File: config.mk
export PLATFORM = sky130hd
export DESIGN_NAME = btb_predictor
export DESIGN_NICKNAME = d
export VERILOG_FILES = /design/src/rtl/btb_predictor.sv
export SDC_FILE = /design/constraint.sdc
export NUM_CORES = 2
export LEC_CHECK = 0
export ABC_AREA = 1
export CAP_MARGIN = 20
export CORE_MARGIN = 5
export CORE_UTILIZATION = 40
export DETAILED_ROUTE_END_ITERATION = 16
export GPL_ROUTABILITY_DRIVEN = 0
export PLACE_DENSITY_LB_ADDON = 0.12
export SLEW_MARGIN = 20
export SYNTH_ARGS = -nofsm -noshare
export SYNTH_HDL_FRONTEND = slang
export SYNTH_SLANG_ARGS = --single-unit
File: constraint.sdc
create_clock -name CLK -period 3.7 [get_ports CLK]
set_clock_uncertainty 0.05 [all_clocks]
set_input_delay 0.74 -clock CLK [delete_from_list [all_inputs] [get_ports CLK]]
set_output_delay 0.74 -clock CLK [all_outputs]
set_load 0.02 [all_outputs]
File: src/rtl/btb_predictor.sv
// Direct-mapped branch target buffer with saturating direction counters and mispredict/redirect logic.
// Optional resolved-update and mispredict statistics are built when BTB_STATS_EN is defined.
module btb_predictor #(
    parameter int ENTRIES = 16,
    parameter int CNT_W   = 2,
    parameter int PC_W    = 32
) (
    input  logic            CLK,
    input  logic            RST,
    input  logic [PC_W-1:0] fetch_pc,
    output logic            pred_taken,
    output logic [PC_W-1:0] pred_target,
    input  logic            upd_en,
    input  logic [PC_W-1:0] upd_pc,
    input  logic            upd_taken,
    input  logic [PC_W-1:0] upd_target,
    input  logic            upd_is_jump,
    input  logic            upd_pred_taken,
    input  logic [PC_W-1:0] upd_pred_target,
    input  logic            flush_all,
    output logic            mispredict,
    output logic [PC_W-1:0] correct_pc,
    output logic [31:0]     stat_updates,
    output logic [31:0]     stat_mispredicts
);
    localparam int IDX_W = $clog2(ENTRIES);
    localparam int TAG_W = PC_W - IDX_W - 2;
    localparam logic [CNT_W-1:0] CNT_MAX  = {CNT_W{1'b1}};
    localparam logic [CNT_W-1:0] CNT_WEAK = CNT_W'(1) << (CNT_W - 1);

    logic             valid_q  [ENTRIES];
    logic [TAG_W-1:0] tag_q    [ENTRIES];
    logic [PC_W-1:0]  target_q [ENTRIES];
    logic [CNT_W-1:0] cnt_q    [ENTRIES];

    logic [IDX_W-1:0] fetch_idx, upd_idx;
    logic [TAG_W-1:0] fetch_tag, upd_tag;
    logic             fetch_hit, upd_hit;
    logic [1:0]       unused_fetch_lsb;

    assign fetch_idx        = fetch_pc[IDX_W+1:2];
    assign fetch_tag        = fetch_pc[PC_W-1:IDX_W+2];
    assign upd_idx          = upd_pc[IDX_W+1:2];
    assign upd_tag          = upd_pc[PC_W-1:IDX_W+2];
    assign unused_fetch_lsb = fetch_pc[1:0];

    // Lookup reads pre-edge contents; a same-cycle update is not bypassed.
    assign fetch_hit   = valid_q[fetch_idx] && (tag_q[fetch_idx] == fetch_tag);
    assign pred_taken  = fetch_hit && cnt_q[fetch_idx][CNT_W-1];
    assign pred_target = pred_taken ? target_q[fetch_idx] : '0;

    assign upd_hit = valid_q[upd_idx] && (tag_q[upd_idx] == upd_tag);

    assign mispredict = upd_en && ((upd_taken != upd_pred_taken) ||
                                   (upd_taken && (upd_target != upd_pred_target)));
    assign correct_pc = upd_taken ? upd_target : upd_pc + PC_W'(4);

    always_ff @(posedge CLK) begin
        if (RST) begin
            for (int i = 0; i < ENTRIES; i++) begin
                valid_q[i]  <= 1'b0;
                tag_q[i]    <= '0;
                target_q[i] <= '0;
                cnt_q[i]    <= '0;
            end
        end else if (flush_all) begin
            // Counters survive a flush; only the valid bits are dropped.
            for (int i = 0; i < ENTRIES; i++) begin
                valid_q[i] <= 1'b0;
            end
        end else if (upd_en) begin
            if (upd_hit) begin
                if (upd_is_jump) begin
                    cnt_q[upd_idx]    <= CNT_MAX;
                    target_q[upd_idx] <= upd_target;
                end else if (upd_taken) begin
                    if (cnt_q[upd_idx] != CNT_MAX) cnt_q[upd_idx] <= cnt_q[upd_idx] + CNT_W'(1);
                    target_q[upd_idx] <= upd_target;
                end else if (cnt_q[upd_idx] != '0) begin
                    cnt_q[upd_idx] <= cnt_q[upd_idx] - CNT_W'(1);
                end
            end else if (upd_taken) begin
                valid_q[upd_idx]  <= 1'b1;
                tag_q[upd_idx]    <= upd_tag;
                target_q[upd_idx] <= upd_target;
                cnt_q[upd_idx]    <= upd_is_jump ? CNT_MAX : CNT_WEAK;
            end
        end
    end

`ifdef BTB_STATS_EN
    logic [31:0] upd_cnt_q, mis_cnt_q;

    always_ff @(posedge CLK) begin
        if (RST) begin
            upd_cnt_q <= '0;
            mis_cnt_q <= '0;
        end else begin
            if (upd_en && (upd_cnt_q != 32'hFFFF_FFFF)) upd_cnt_q <= upd_cnt_q + 32'd1;
            if (mispredict && (mis_cnt_q != 32'hFFFF_FFFF)) mis_cnt_q <= mis_cnt_q + 32'd1;
        end
    end

    assign stat_updates     = upd_cnt_q;
    assign stat_mispredicts = mis_cnt_q;
`else
    assign stat_updates     = '0;
    assign stat_mispredicts = '0;
`endif

endmodule

==> results.sh <==
export IMPL_antenna_found_initial=8
export IMPL_synth_top_cell_area_share_pct=56.0
export IMPL_clk_pin_slew_ns=0.05
export IMPL_layout_setup_ws_ns=-0.466
export IMPL_final_cells=8149
export IMPL_yosysWarnings=0
export IMPL_syn_area_sq_mm=0.0515
export IMPL_grt_pass1_vias=43600
export IMPL_yosys_most_used_dff="edfxtp_1"
export IMPL_core_region_area_sq_mm=0.128
export IMPL_clock_path_buffers=3
export IMPL_finalCoreUtilization_pct=51.0
export IMPL_rsz0062_at_grt="true"
export IMPL_synthArstFlopShare_pct=0
export IMPL_drc_errors=0
export IMPL_grt_util_met3_pct=7.13
export IMPL_vias_per_cell=5.70
export IMPL_dp_slack_ns=-1.24
export IMPL_syn_avg_cell_area_sq_um=8.76
export IMPL_vias=46400
export IMPL_setup_viol=35
export IMPL_finalMaxSlewViolations=0
export IMPL_yosys_top_cells_area="edfxtp_1, nand2_1, nor2_1"
export IMPL_hold_viol=0
export IMPL_synth_seq_area_share_pct=56.6
export IMPL_dp_cells=7901
export IMPL_ios=265
export IMPL_drtIter0Drc=5642
export IMPL_start_util_pct=40.3
export IMPL_cts_num_sinks=976
export IMPL_die_x_um=369
export IMPL_area_growth_pct=26.5
export IMPL_fp_dieArea_sq_mm=0.136
export IMPL_io_buffers=198
export IMPL_cap_violations=0
export IMPL_relSlewSlack_pct=41.1
export IMPL_cts_buffers_inserted=107
export IMPL_synth_edf_count=960
export IMPL_vdd_drop_max_mv=0.385
export IMPL_path_max_fanout=8
export IMPL_track_usage_pct=30.4
export IMPL_violations="setup timing"
export IMPL_power_density_mw_per_mm2=423
export IMPL_nNetsFinal=6538
export IMPL_final_area_sq_mm=0.0651
export IMPL_grt_pass1_wl_um=305000
export IMPL_grt_met1_usage_pct=44.0
export IMPL_synth_cell_types=49
export IMPL_required_ns=2.91
export IMPL_h_tree_depth=3
export IMPL_crit_path_end_kind="primary output"
export IMPL_min_period_ns=4.17
export IMPL_die_h_um=369
export IMPL_wirelength_um=213000
export IMPL_overflow=0
export IMPL_grt_busiest_layer="met2"
export IMPL_synth_area_leader_cell="edfxtp_1"
export IMPL_status="complete, but fails checks"
export IMPL_worstPathArrival_ns=3.38
export IMPL_clock_fmax_ghz=0.240
export IMPL_ant_nets=0
export IMPL_cts_tree="built"
export IMPL_critical_path_class="primary input to primary output"
export IMPL_final_cell_mix="nand2_1, nor2_1, edfxtp_1"
export IMPL_drive_gt1_share_pct=18.3
export IMPL_fin_crit_sh_pct=113
export IMPL_root_buffer="clkbuf_16"
export IMPL_first_pass_iters=6
export IMPL_critPathLaunchType="primary input"
export IMPL_grt_use_met2_pct=45.0
export IMPL_num_rows=131
export IMPL_tightest_slew_ns=0.876
export IMPL_ys_ff_latch=976
export IMPL_hpwlAfterDp_um=140000
export IMPL_leakage_nw=26.9
export IMPL_dpl_instance_area_sq_mm=0.0599
export IMPL_wl_per_cell_um=26.2
export IMPL_syn_inst=5875
export IMPL_mostFrequentLayoutCell="nand2_1"
export IMPL_min_path_type="register to register"
export IMPL_clk_latency_ns=0.73
export IMPL_grt_max_degree=78
[sequential cells by signal, summed over array words and instances, names as in the netlist]
signal / cells
cnt_q: 32
target_q: 512
valid_q: 16
tag_q: 416
[through the flow]
| step | TNS (ns) | hold WS (ns) | power, mW |
|---|---|---|---|
| floorplan | -7.25 | 0.394 | 15.0 |
| finish | -12.15 | 0.431 | 27.6 |
| global placement | -1549.38 | 0.409 | 16.9 |
| global route | -16.39 | 0.449 | 28.4 |
| detailed placement | -1604.99 | 0.418 | 16.9 |
| CTS | -9.92 | 0.427 | 27.5 |
[Yosys cell counts (2+ instances only)]
| library cell | n |
|---|---|
| nand2_1 | 1246 |
| nor2_1 | 1107 |
| edfxtp_1 | 960 |
| a21oi_1 | 454 |
| o21ai_0 | 367 |
| inv_1 | 365 |
| nand3_1 | 290 |
| clkbuf_1 | 250 |
| a221oi_1 | 118 |
| nor2_2 | 110 |
| buf_4 | 99 |
| buf_2 | 96 |
| clkinv_1 | 53 |
| nor3_1 | 50 |
| buf_6 | 37 |
| buf_1 | 34 |
| o211ai_1 | 34 |
| o31ai_1 | 32 |
| xor2_1 | 25 |
| o22ai_1 | 18 |
| dfxtp_1 | 16 |
| nand4_1 | 14 |
| nand2_2 | 13 |
| xnor2_1 | 12 |
| nand2_4 | 10 |
| o21ai_1 | 10 |
| a31oi_1 | 8 |
| inv_2 | 7 |
| ha_1 | 6 |
| nor4_1 | 6 |
| o311ai_0 | 4 |
| a22o_1 | 3 |
| o2111ai_1 | 3 |
| a211oi_1 | 2 |
| nand3b_1 | 2 |
[final timing paths]
| check | slack (ns) | cells past startpoint | endpoint | startpoint |
|---|---|---|---|---|
| hold reg to reg | 0.43 | 2 | valid_q[9] | valid_q[9] |
| setup / recovery | -0.47 | 19 | pred_target[10] | fetch_pc[2] |
| hold / removal | 0.43 | 2 | valid_q[9] | valid_q[9] |
| setup reg to reg | 0.27 | 21 | target_q[14][29] | tag_q[3][7] |
[area by class of cell]
type | count | area (sq um)
antenna | 5 | 12.5
clock buffer | 134 | 2800
clock inverter | 60 | 559
fill | 11700 | 62600
inverter | 426 | 1660
multi-input combinational | 4019 | 19200
sequential | 976 | 29100
tap | 1662 | 2080
timing repair buffer | 866 | 9610
timing repair inverter | 1 | 8.76
[critical path, stage by stage]
cell and delay (ns):
buf_16 0.15, buf_16 0.18, buf_16 0.16, buf_6 0.11, buf_6 0.11, a21oi_4 0.11, o21ai_1 0.08, nand3_1 0.09
nand3_1 0.09, nand2_2 0.11, o22ai_2 0.08, a211oi_2 0.23, nand2_1 0.09, nand3b_1 0.21, buf_12 0.18, buf_12 0.16
buf_8 0.14, nor3_4 0.13, buf_6 0.15
[cells by family (layout without fill, tap and decap cells)]
kind of cell	count (synthesis)	after routing	share of synthesized area [%]
compound gates	1059	1059	11.7
xor+xnor	37	37	0.629
fa+ha+maj	6	6	0.146
buf+inv	943	1487	8.40
flops	976	976	56.6
other cells	1	69	0.00728
simple gates	2853	2853	22.6
[repair_timing]
action                                  in CTS  in global routing
gates resized for setup                    489                124
cloned                                      19                  2
buffers inserted                            20                 12
endpoints found under the setup margin    1002                174
pin swaps                                   43                 42
hold buffers                                 0                  0
[metal layers]
layer | wire [um] | up-vias
met1 | 89700 | 22600
met4 | 7590 | 4
met2 | 90900 | 2703
li1 | - | 20700
met5 | 138 | -
met3 | 24800 | 408
[power breakdown]
part           leakage, nW  internal, mW  switching (mW)
sequential            9.25          12.7           0.187
clock                 1.64          5.91            4.62
combinational         16.1          1.43            2.73
total                 26.9          20.0            7.54
Note: power is estimated with default switching activity, not from simulation.
